===== src/rtl/alu_issue_stage_if.sv =====
// Signal bundle between the decoder, the issue stage, the ALU and the EX/MEM consumer.
// The slave view belongs to the issue stage. The master view belongs to its environment.
interface alu_issue_stage_if #(
  parameter int WIDTH    = 32,
  parameter int RD_WIDTH = 5
);
  logic                in_valid;
  logic                in_ready;
  logic [1:0]          in_alu_op;
  logic [WIDTH-1:0]    in_rs1;
  logic [WIDTH-1:0]    in_rs2;
  logic [WIDTH-1:0]    in_imm;
  logic                in_use_imm;
  logic [RD_WIDTH-1:0] in_rd;
  logic [WIDTH-1:0]    alu_first;
  logic [WIDTH-1:0]    alu_second;
  logic [1:0]          alu_op;
  logic [WIDTH-1:0]    alu_result;
  logic                out_valid;
  logic                out_ready;
  logic [WIDTH-1:0]    out_result;
  logic                out_zero;
  logic [RD_WIDTH-1:0] out_rd;
  logic                out_illegal;

  modport slave (
    input  in_valid, in_alu_op, in_rs1, in_rs2, in_imm, in_use_imm, in_rd,
           alu_result, out_ready,
    output in_ready, alu_first, alu_second, alu_op,
           out_valid, out_result, out_zero, out_rd, out_illegal
  );

  modport master (
    output in_valid, in_alu_op, in_rs1, in_rs2, in_imm, in_use_imm, in_rd,
           alu_result, out_ready,
    input  in_ready, alu_first, alu_second, alu_op,
           out_valid, out_result, out_zero, out_rd, out_illegal
  );
endinterface


===== src/rtl/alu_issue_stage.sv =====
// Execute-stage front end. It registers the conditioned ALU operands and holds them for the op latency.
// It then captures the ALU result for EX/MEM. At most one op is in flight at a time.
module alu_issue_stage #(
  parameter int WIDTH       = 32,
  parameter int MUL_LATENCY = 8,
  parameter int RD_WIDTH    = 5
) (
  input  logic               clk,
  input  logic               reset,
  alu_issue_stage_if.slave   bus
);
  localparam int CNT_W = (MUL_LATENCY > 1) ? $clog2(MUL_LATENCY) : 1;

  localparam logic [1:0] ST_IDLE = 2'd0;
  localparam logic [1:0] ST_EXEC = 2'd1;
  localparam logic [1:0] ST_HOLD = 2'd2;

  localparam logic [1:0] OP_SUB     = 2'b01;
  localparam logic [1:0] OP_MUL     = 2'b10;
  localparam logic [1:0] OP_ILLEGAL = 2'b11;

  logic [1:0]          state;
  logic [CNT_W-1:0]    count;
  logic [RD_WIDTH-1:0] pend_rd;
  logic                in_ready_int;
  logic                accept;
  logic [WIDTH-1:0]    operand_b;
  logic [WIDTH-1:0]    second_next;
  logic [CNT_W-1:0]    count_init;

  // A waiting result frees the stage for a new op only in the cycle it is consumed.
  assign in_ready_int  = (state == ST_IDLE) || ((state == ST_HOLD) && bus.out_ready);
  assign accept        = bus.in_valid && in_ready_int;
  assign bus.in_ready  = in_ready_int;
  assign bus.out_valid = (state == ST_HOLD);

  // The ALU can only add, so subtraction is issued as an add of the negated operand.
  assign operand_b   = bus.in_use_imm ? bus.in_imm : bus.in_rs2;
  assign second_next = (bus.in_alu_op == OP_SUB) ? (~operand_b + WIDTH'(1)) : operand_b;
  assign count_init  = (bus.in_alu_op == OP_MUL) ? CNT_W'(MUL_LATENCY - 1) : '0;

  // NOTE: state registers take non-blocking assignments, so every read in this block sees pre-edge values.
  always_ff @(posedge clk or posedge reset) begin
    if (reset) begin
      state           <= ST_IDLE;
      count           <= '0;
      pend_rd         <= '0;
      bus.alu_first   <= '0;
      bus.alu_second  <= '0;
      bus.alu_op      <= '0;
      bus.out_result  <= '0;
      bus.out_zero    <= 1'b0;
      bus.out_rd      <= '0;
      bus.out_illegal <= 1'b0;
    end else begin
      case (state)
        ST_EXEC: begin
          if (count == '0) begin
            bus.out_result  <= bus.alu_result;
            bus.out_zero    <= (bus.alu_result == '0);
            bus.out_rd      <= pend_rd;
            bus.out_illegal <= 1'b0;
            state           <= ST_HOLD;
          end else begin
            count <= count - CNT_W'(1);
          end
        end
        ST_IDLE, ST_HOLD: begin
          if (accept) begin
            bus.alu_first  <= bus.in_rs1;
            bus.alu_second <= second_next;
            bus.alu_op     <= bus.in_alu_op;
            pend_rd        <= bus.in_rd;
            count          <= count_init;
            // An illegal op never occupies the ALU and completes on the next edge with a zero result.
            if (bus.in_alu_op == OP_ILLEGAL) begin
              bus.out_result  <= '0;
              bus.out_zero    <= 1'b1;
              bus.out_rd      <= bus.in_rd;
              bus.out_illegal <= 1'b1;
              state           <= ST_HOLD;
            end else begin
              state <= ST_EXEC;
            end
          end else if ((state == ST_HOLD) && bus.out_ready) begin
            state <= ST_IDLE;
          end
        end
        default: state <= ST_IDLE;
      endcase
    end
  end
endmodule


===== src/flat_wrapper.sv =====
// flat-port wrapper written by rule: the top's interface ports become plain ports
module alu_issue_stage_flat 
#(
  parameter int WIDTH       = 32,
  parameter int MUL_LATENCY = 8,
  parameter int RD_WIDTH    = 5
)
  (clk, reset, bus_in_valid, bus_in_alu_op, bus_in_rs1, bus_in_rs2, bus_in_imm, bus_in_use_imm, bus_in_rd, bus_alu_result, bus_out_ready, bus_in_ready, bus_alu_first, bus_alu_second, bus_alu_op, bus_out_valid, bus_out_result, bus_out_zero, bus_out_rd, bus_out_illegal);
  alu_issue_stage_if #(.WIDTH(WIDTH), .RD_WIDTH(RD_WIDTH)) bus_i ();
  input  logic clk;
  input  logic reset;
  input wire logic [$bits(bus_i.in_valid)-1:0] bus_in_valid;
  input wire logic [$bits(bus_i.in_alu_op)-1:0] bus_in_alu_op;
  input wire logic [$bits(bus_i.in_rs1)-1:0] bus_in_rs1;
  input wire logic [$bits(bus_i.in_rs2)-1:0] bus_in_rs2;
  input wire logic [$bits(bus_i.in_imm)-1:0] bus_in_imm;
  input wire logic [$bits(bus_i.in_use_imm)-1:0] bus_in_use_imm;
  input wire logic [$bits(bus_i.in_rd)-1:0] bus_in_rd;
  input wire logic [$bits(bus_i.alu_result)-1:0] bus_alu_result;
  input wire logic [$bits(bus_i.out_ready)-1:0] bus_out_ready;
  output wire logic [$bits(bus_i.in_ready)-1:0] bus_in_ready;
  output wire logic [$bits(bus_i.alu_first)-1:0] bus_alu_first;
  output wire logic [$bits(bus_i.alu_second)-1:0] bus_alu_second;
  output wire logic [$bits(bus_i.alu_op)-1:0] bus_alu_op;
  output wire logic [$bits(bus_i.out_valid)-1:0] bus_out_valid;
  output wire logic [$bits(bus_i.out_result)-1:0] bus_out_result;
  output wire logic [$bits(bus_i.out_zero)-1:0] bus_out_zero;
  output wire logic [$bits(bus_i.out_rd)-1:0] bus_out_rd;
  output wire logic [$bits(bus_i.out_illegal)-1:0] bus_out_illegal;
  assign bus_i.in_valid = bus_in_valid;
  assign bus_i.in_alu_op = bus_in_alu_op;
  assign bus_i.in_rs1 = bus_in_rs1;
  assign bus_i.in_rs2 = bus_in_rs2;
  assign bus_i.in_imm = bus_in_imm;
  assign bus_i.in_use_imm = bus_in_use_imm;
  assign bus_i.in_rd = bus_in_rd;
  assign bus_i.alu_result = bus_alu_result;
  assign bus_i.out_ready = bus_out_ready;
  assign bus_in_ready = bus_i.in_ready;
  assign bus_alu_first = bus_i.alu_first;
  assign bus_alu_second = bus_i.alu_second;
  assign bus_alu_op = bus_i.alu_op;
  assign bus_out_valid = bus_i.out_valid;
  assign bus_out_result = bus_i.out_result;
  assign bus_out_zero = bus_i.out_zero;
  assign bus_out_rd = bus_i.out_rd;
  assign bus_out_illegal = bus_i.out_illegal;
  alu_issue_stage #(.WIDTH(WIDTH), .MUL_LATENCY(MUL_LATENCY), .RD_WIDTH(RD_WIDTH)) u_core (.clk(clk), .reset(reset), .bus(bus_i));
endmodule

===== config.mk =====
export PLATFORM = sky130hd
export DESIGN_NAME = alu_issue_stage_flat
export DESIGN_NICKNAME = d
export VERILOG_FILES = /design/src/rtl/alu_issue_stage_if.sv /design/src/rtl/alu_issue_stage.sv /design/src/flat_wrapper.sv
export SDC_FILE = /design/constraint.sdc
export NUM_CORES = 1
export LEC_CHECK = 0
export BUFFER_PORTS_ARGS = -buffer_cell sky130_fd_sc_hd__buf_2
export CORE_MARGIN = 2
export CORE_UTILIZATION = 45
export DETAILED_ROUTE_END_ITERATION = 6
export GPL_TIMING_DRIVEN = 0
export PLACE_DENSITY = 0.75
export SLEW_MARGIN = 10
export SYNTH_ARGS = -nofsm -noshare
export SYNTH_HDL_FRONTEND = slang
export SYNTH_SLANG_ARGS = --single-unit

===== constraint.sdc =====
create_clock -name clk -period 2.9 [get_ports clk]
set_clock_uncertainty 0.15 [all_clocks]
set_input_delay 0 -clock clk [delete_from_list [all_inputs] [get_ports clk]]
set_output_delay 0 -clock clk [all_outputs]
set_load 0.05 [all_outputs]

# [After elaboration in Yosys (flattened, before gate mapping)]
# Cells that the tools add are included.
# W data, S select, Z words.
[op_classes] order_cmp=0 div=0 mul=0 mux=25 shift=0 reduce_logical=12 addsub=2 n_eq_ne=10 n_bitwise=1
[op_table] cell="$mux W32" n=5
[op_table] cell="$pmux W32 S2" n=1
[op_table] cell="$add A32 B1 Y32 const B" n=1
[op_table] cell="$logic_not A32 Y1" n=1
[op_table] cell="$not A32 Y32" n=1
[op_table] cell="$mux W5" n=3
[op_table] cell="$pmux W5 S2" n=1
[op_table] cell="$mux W3" n=3
[op_table] cell="$mux W2" n=4
[op_table] cell="$eq A2 B2 Y1 const B" n=3
[op_table] cell="$ne A2 B1 Y1 const B" n=3
[op_table] cell="$pmux W3 S2" n=1
[op_table] cell="$eq A2 B1 Y1 const B" n=2
[op_table] cell="$mux W1" n=4
[op_table] cell="$pmux W1 S2" n=2
[op_table] cell="$pmux W2 S2" n=1
[op_table] cell="$reduce_and A2 Y1" n=2
[op_table] cell="$reduce_and A4 Y1" n=1
[op_table] cell="$logic_not A3 Y1" n=1
[op_table] cell="$ne A3 B1 Y1 const B" n=1
[op_table] cell="$reduce_and A3 Y1" n=1
[op_table] cell="$sub A3 B1 Y3 const B" n=1
[op_table] cell="$logic_and A1 B1 Y1" n=2
[op_table] cell="$logic_not A2 Y1" n=1
[op_table] cell="4 further kinds" n=4
[word_totals] out_inout_bits=107 mem_bits_rw=0 word_cells=60 in_bits=140 mem_count=0 romBits=0 register_bits=115 latch_bits=0

# [Longest topological paths before layout]
[depth] depth_word=6 mapped_depth=14 depth_no_buf=7

# [Worst setup path after synthesis]
# No wires, ideal clock.
[synth_timing] path_type="in2reg" from="input port bus_in_use_imm" to="register u_core.bus.alu_second[22]" path_buffers=7 setup_time_ps=69 arrival_time_ps=3160 cell_stages=14 slack_ps=-480 required_ps=2681 path_cell_list="buf_6 buf_12 buf_2 buf_2 buf_2 buf_2 mux2i_1 ha_1 nor4b_2 o22ai_2 or4_1 buf_2 or4_1 nand3_1"
[synth_via] elab_chain_cells=4
[synth_rtl] item="start, declared" line_no="flat_wrapper.sv:17" rtl="input wire logic [$bits(bus_i.in_use_imm)-1:0] bus_in_use_imm;"
[synth_rtl] item="$mux W32 *" line_no="alu_issue_stage.sv:38" rtl="assign operand_b = bus.in_use_imm ? bus.in_imm : bus.in_rs2;"
[synth_rtl] item="$not A32 Y32" line_no="alu_issue_stage.sv:39" rtl="assign second_next = (bus.in_alu_op == OP_SUB) ? (~operand_b + WIDTH'(1)) : operand_b;"
[synth_rtl] item="$add A32 B1 Y32" line_no="alu_issue_stage.sv:39"
[synth_rtl] item="$mux W32 *" line_no="alu_issue_stage.sv:39"
[synth_rtl] item="end signal, assigned" line_no="alu_issue_stage.sv:71" rtl="bus.alu_second <= second_next;"
[synth_rtl] item="end, declared" line_no="alu_issue_stage_if.sv:29" rtl="output in_ready, alu_first, alu_second, alu_op,"
# Mark *: on every way between the ends. The rest lies on a longest branch, timed or not.
# A chain may end at the register's enable or synchronous reset.

# [Final worst setup path]
[layout_timing] from="input port bus_in_alu_op[1]" to="register u_core.bus.alu_second[25]"
[layout_via] elab_chain_cells=2
[layout_rtl] item="start, declared" line_no="flat_wrapper.sv:13" rtl="input wire logic [$bits(bus_i.in_alu_op)-1:0] bus_in_alu_op;"
[layout_rtl] item="$eq A2 B1 Y1" line_no="alu_issue_stage.sv:39"
[layout_rtl] item="$mux W32" line_no="alu_issue_stage.sv:39"
# No other way between the ends.

==> metrics.csv <==
metric;value;unit
VDD IR-drop max;0.815;mV
Slew Limit Fails;0;
Synth Instances;729;
critical path peak fanout;10;
CTS clk-pin slew, worst paths;0.06;ns
Hold Fails Final Rpt;0;
hold worst-path end;u_core.bus.alu_second[29]$_DFFE_PP0P_;
H-tree levels;4;
area leader, netlist;dfrtp_1;
drt drc;0;
Crit Path Class;in2reg;
Buffers on Ports;246;
GPL Wtd Cong;0.973;
fin util;0.724;
R2R cell count;7;
DP Cell Count;1158;
post-synthesis cell area;6270;sq um
Seq pwr share;0.272;
static leakage power;4.96;nW
Top FF cell, synth;dfrtp_1;
Hold Path Depth;5;
Sw Pwr;4.69;mW
Avg WL per Cell;17.4;um
antenna violations before repair;0;
Max Freq;0.345;GHz
Final nets;1288;
Critical Path Start Type;input port;
Sw Share;0.494;
HP Start;bus_in_rs2[29];
GRT Total Usage;0.310;
Post-synth top cells;nand2_1, dfrtp_1, nand3_1, o21ai_0, mux2i_1;
row cnt;43;
period utilisation layout;0.999;
Avg Inst Size Synth;8.60;sq um
final WL;23300;um
via/cell ratio;5.53;
Final min period;2.90;ns
width of the chip;122;um
maximum clock insertion buffer count;2;
PwrDens;956;nW/um^2
CTS tree;done;
dpl ws;-0.551;ns
fin cells;1338;
Async SR Flop Fraction;1.00;
Initial Util;0.457;
P_int;4.80;mW
most numerous cell in the Yosys netlist;nand2_1;
Combinational Power Share;0.504;
Top-Level Pins;247;
violation count after the first detailed-route iteration;621;
worst r2r dst;u_core.bus.alu_second[25]$_DFFE_PP0P_;
CP Capture Type;flop;
Vias;7399;
synth warn;0;
Seq/Total Area, Yosys;0.459;
status;finished clean;
Rel. slew slack;0.365;
TritonCTS Buffers;17;
ant diodes;0;
largest cells by area after synthesis;dfrtp_1, nand2_1, mux2i_1, nand3_1, o21ai_0;
Die ar.;14900;sq um
Core Area;13700;sq um
Clk Latency, worst-skew pair;0.42;ns
1st-pass router iterations;6;
Crit path required time;3.04;ns
final setup fails;0;
flop2flop setup slack;0.05;ns
Placed Area;7840;sq um
synth unique cells;55;
largest net degree at the start of global routing;39;
Slew @ Worst Pin;0.953;ns
post-route cell area;9940;sq um
synthesized flop and latch total;115;
vias in the first global route;7312;
Synth top area share;0.459;
Area Growth Syn to Fin;58.6;%
die height;122;um
Overflow after GRT;0;
Max Cap Viol;0;
HPWL Detailed;15600;um
WP data arrival;3.04;ns
Worst Slack Setup Final;0.00418;ns
layout cells sized above 1;0.284;
clock root cell;clkbuf_16;
EDFF count, synth;0;
antenna viol nets, final;0;
first-pass GRT wire length;35700;um
Sink Count;115;
reg-to-reg critical path startpoint;u_core.state[0]$_DFFE_PP0P_;
Post-Syn Nets;872;
worst hold path type;in2reg;
clock power share;0.224;
## routing by layer
| metal | track usage | routed length (um) | vias up |
|---|---|---|---|
| met5 | 0 | 0 | - |
| li1 | - | - | 3398 |
| met3 | 0.0861 | 2120 | 90 |
| met2 | 0.502 | 11100 | 447 |
| met4 | 0.148 | 911 | 0 |
| met1 | 0.383 | 9170 | 3464 |
## cell type report
cell class                 count  area (sq um)
fill                        1022          3780
multi-input combinational    561          3190
sequential                   115          2880
timing repair buffer         399          2770
clock buffer                  20           437
buffer                        43           248
tap                          180           225
clock inverter                12           156
inverter                       8          33.8
## power by group through the flow
stage / Clock [mW] / Sequential [mW] / Combinational [mW]
4_1_cts: 2.14 / 2.57 / 4.73
6_report: 2.13 / 2.59 / 4.79
2_1_floorplan: 0 / 4.56 / 1.35
3_3_place_gp: 0 / 2.56 / 4.49
5_1_grt: 2.22 / 2.66 / 5.11
3_5_place_dp: 0 / 2.58 / 4.56
## critical path, cell delays in order
cell,delay (ns)
dlygate4sd3_1,0.56
buf_2,0.18
nor2b_1,0.11
clkbuf_1,0.49
clkbuf_1,0.58
nor3_1,0.15
a221oi_1,0.28
dlygate4sd3_1,0.60
nand3_1,0.08
## how the worst max path moves through the flow
stage	from	endpoint	slack (ns)	depth (start not counted)
floorplan	bus_in_use_imm	u_core.bus.alu_second[22]$_DFFE_PP0P_	0.007	14
global route	bus_in_alu_op[0]	u_core.bus.alu_second[25]$_DFFE_PP0P_	-0.002	9
CTS	bus_in_use_imm	u_core.bus.alu_second[28]$_DFFE_PP0P_	0.01	14
finish	bus_in_alu_op[1]	u_core.bus.alu_second[25]$_DFFE_PP0P_	0.004	9
detailed placement	bus_in_use_imm	u_core.bus.alu_second[28]$_DFFE_PP0P_	-0.55	15
global placement	bus_in_use_imm	u_core.bus.alu_second[28]$_DFFE_PP0P_	-0.56	15
## cells by family after synthesis
kind of cell,after synthesis,synth area share
flops,115,0.459
mux,42,0.0683
xor+xnor,14,0.0196
compound gates,108,0.108
buf+inv,53,0.0389
fa+ha+maj,3,0.00599
simple gates,394,0.300
## stage by stage
stage	hold slack [ns]	power (mW)	TNS, ns
3_5_place_dp	-0.155	7.14	-2.96
3_3_place_gp	0.0391	7.06	-2.98
6_report	0.0272	9.50	0
2_1_floorplan	-0.0446	5.91	0
5_1_grt	0.0427	9.99	-0.00300
4_1_cts	0.00449	9.45	0
## registers in the layout (all words and copies together) (netlist names)
| signal | flops |
|---|---|
| u_core.count | 3 |
| u_core.bus.out_result | 32 |
| u_core.bus.alu_first | 32 |
| u_core.bus.out_illegal | 1 |
| u_core.pend_rd | 5 |
| u_core.bus.out_rd | 5 |
| u_core.bus.alu_op | 2 |
| u_core.bus.out_zero | 1 |
| u_core.state | 2 |
| u_core.bus.alu_second | 32 |
## cells in the final DEF, fill, tap and decap left out, types with 4 or more instances in the layout
cell type	instances
dlygate4sd3_1	139
xnor2_1	12
buf_2	248
a21oi_1	21
nand3_1	52
o2111ai_1	6
or3_1	7
mux2_2	6
clkbuf_1	30
or4_1	6
nor3b_1	10
a31o_2	4
clkbuf_16	17
dfrtp_1	115
buf_4	11
o21ai_0	42
inv_1	7
nor3_1	29
nand2b_1	5
o31ai_1	6
mux2i_1	35
nand4_1	7
or3b_1	5
nand2_1	218
o22ai_1	5
a22oi_1	4
clkinv_4	4
nor4_1	11
nor2_1	20
buf_12	5
buf_1	5
## repair_timing
action | in CTS | in global routing
setup endpoints to repair | 9 | 31
hold buffers | 139 | 0
setup buffers | 3 | 8
gates resized for setup | 3 | 11
pin swaps | 1 | 0
endpoints found under the hold margin | 223 | 0
Power figures use the tool's default switching activity.
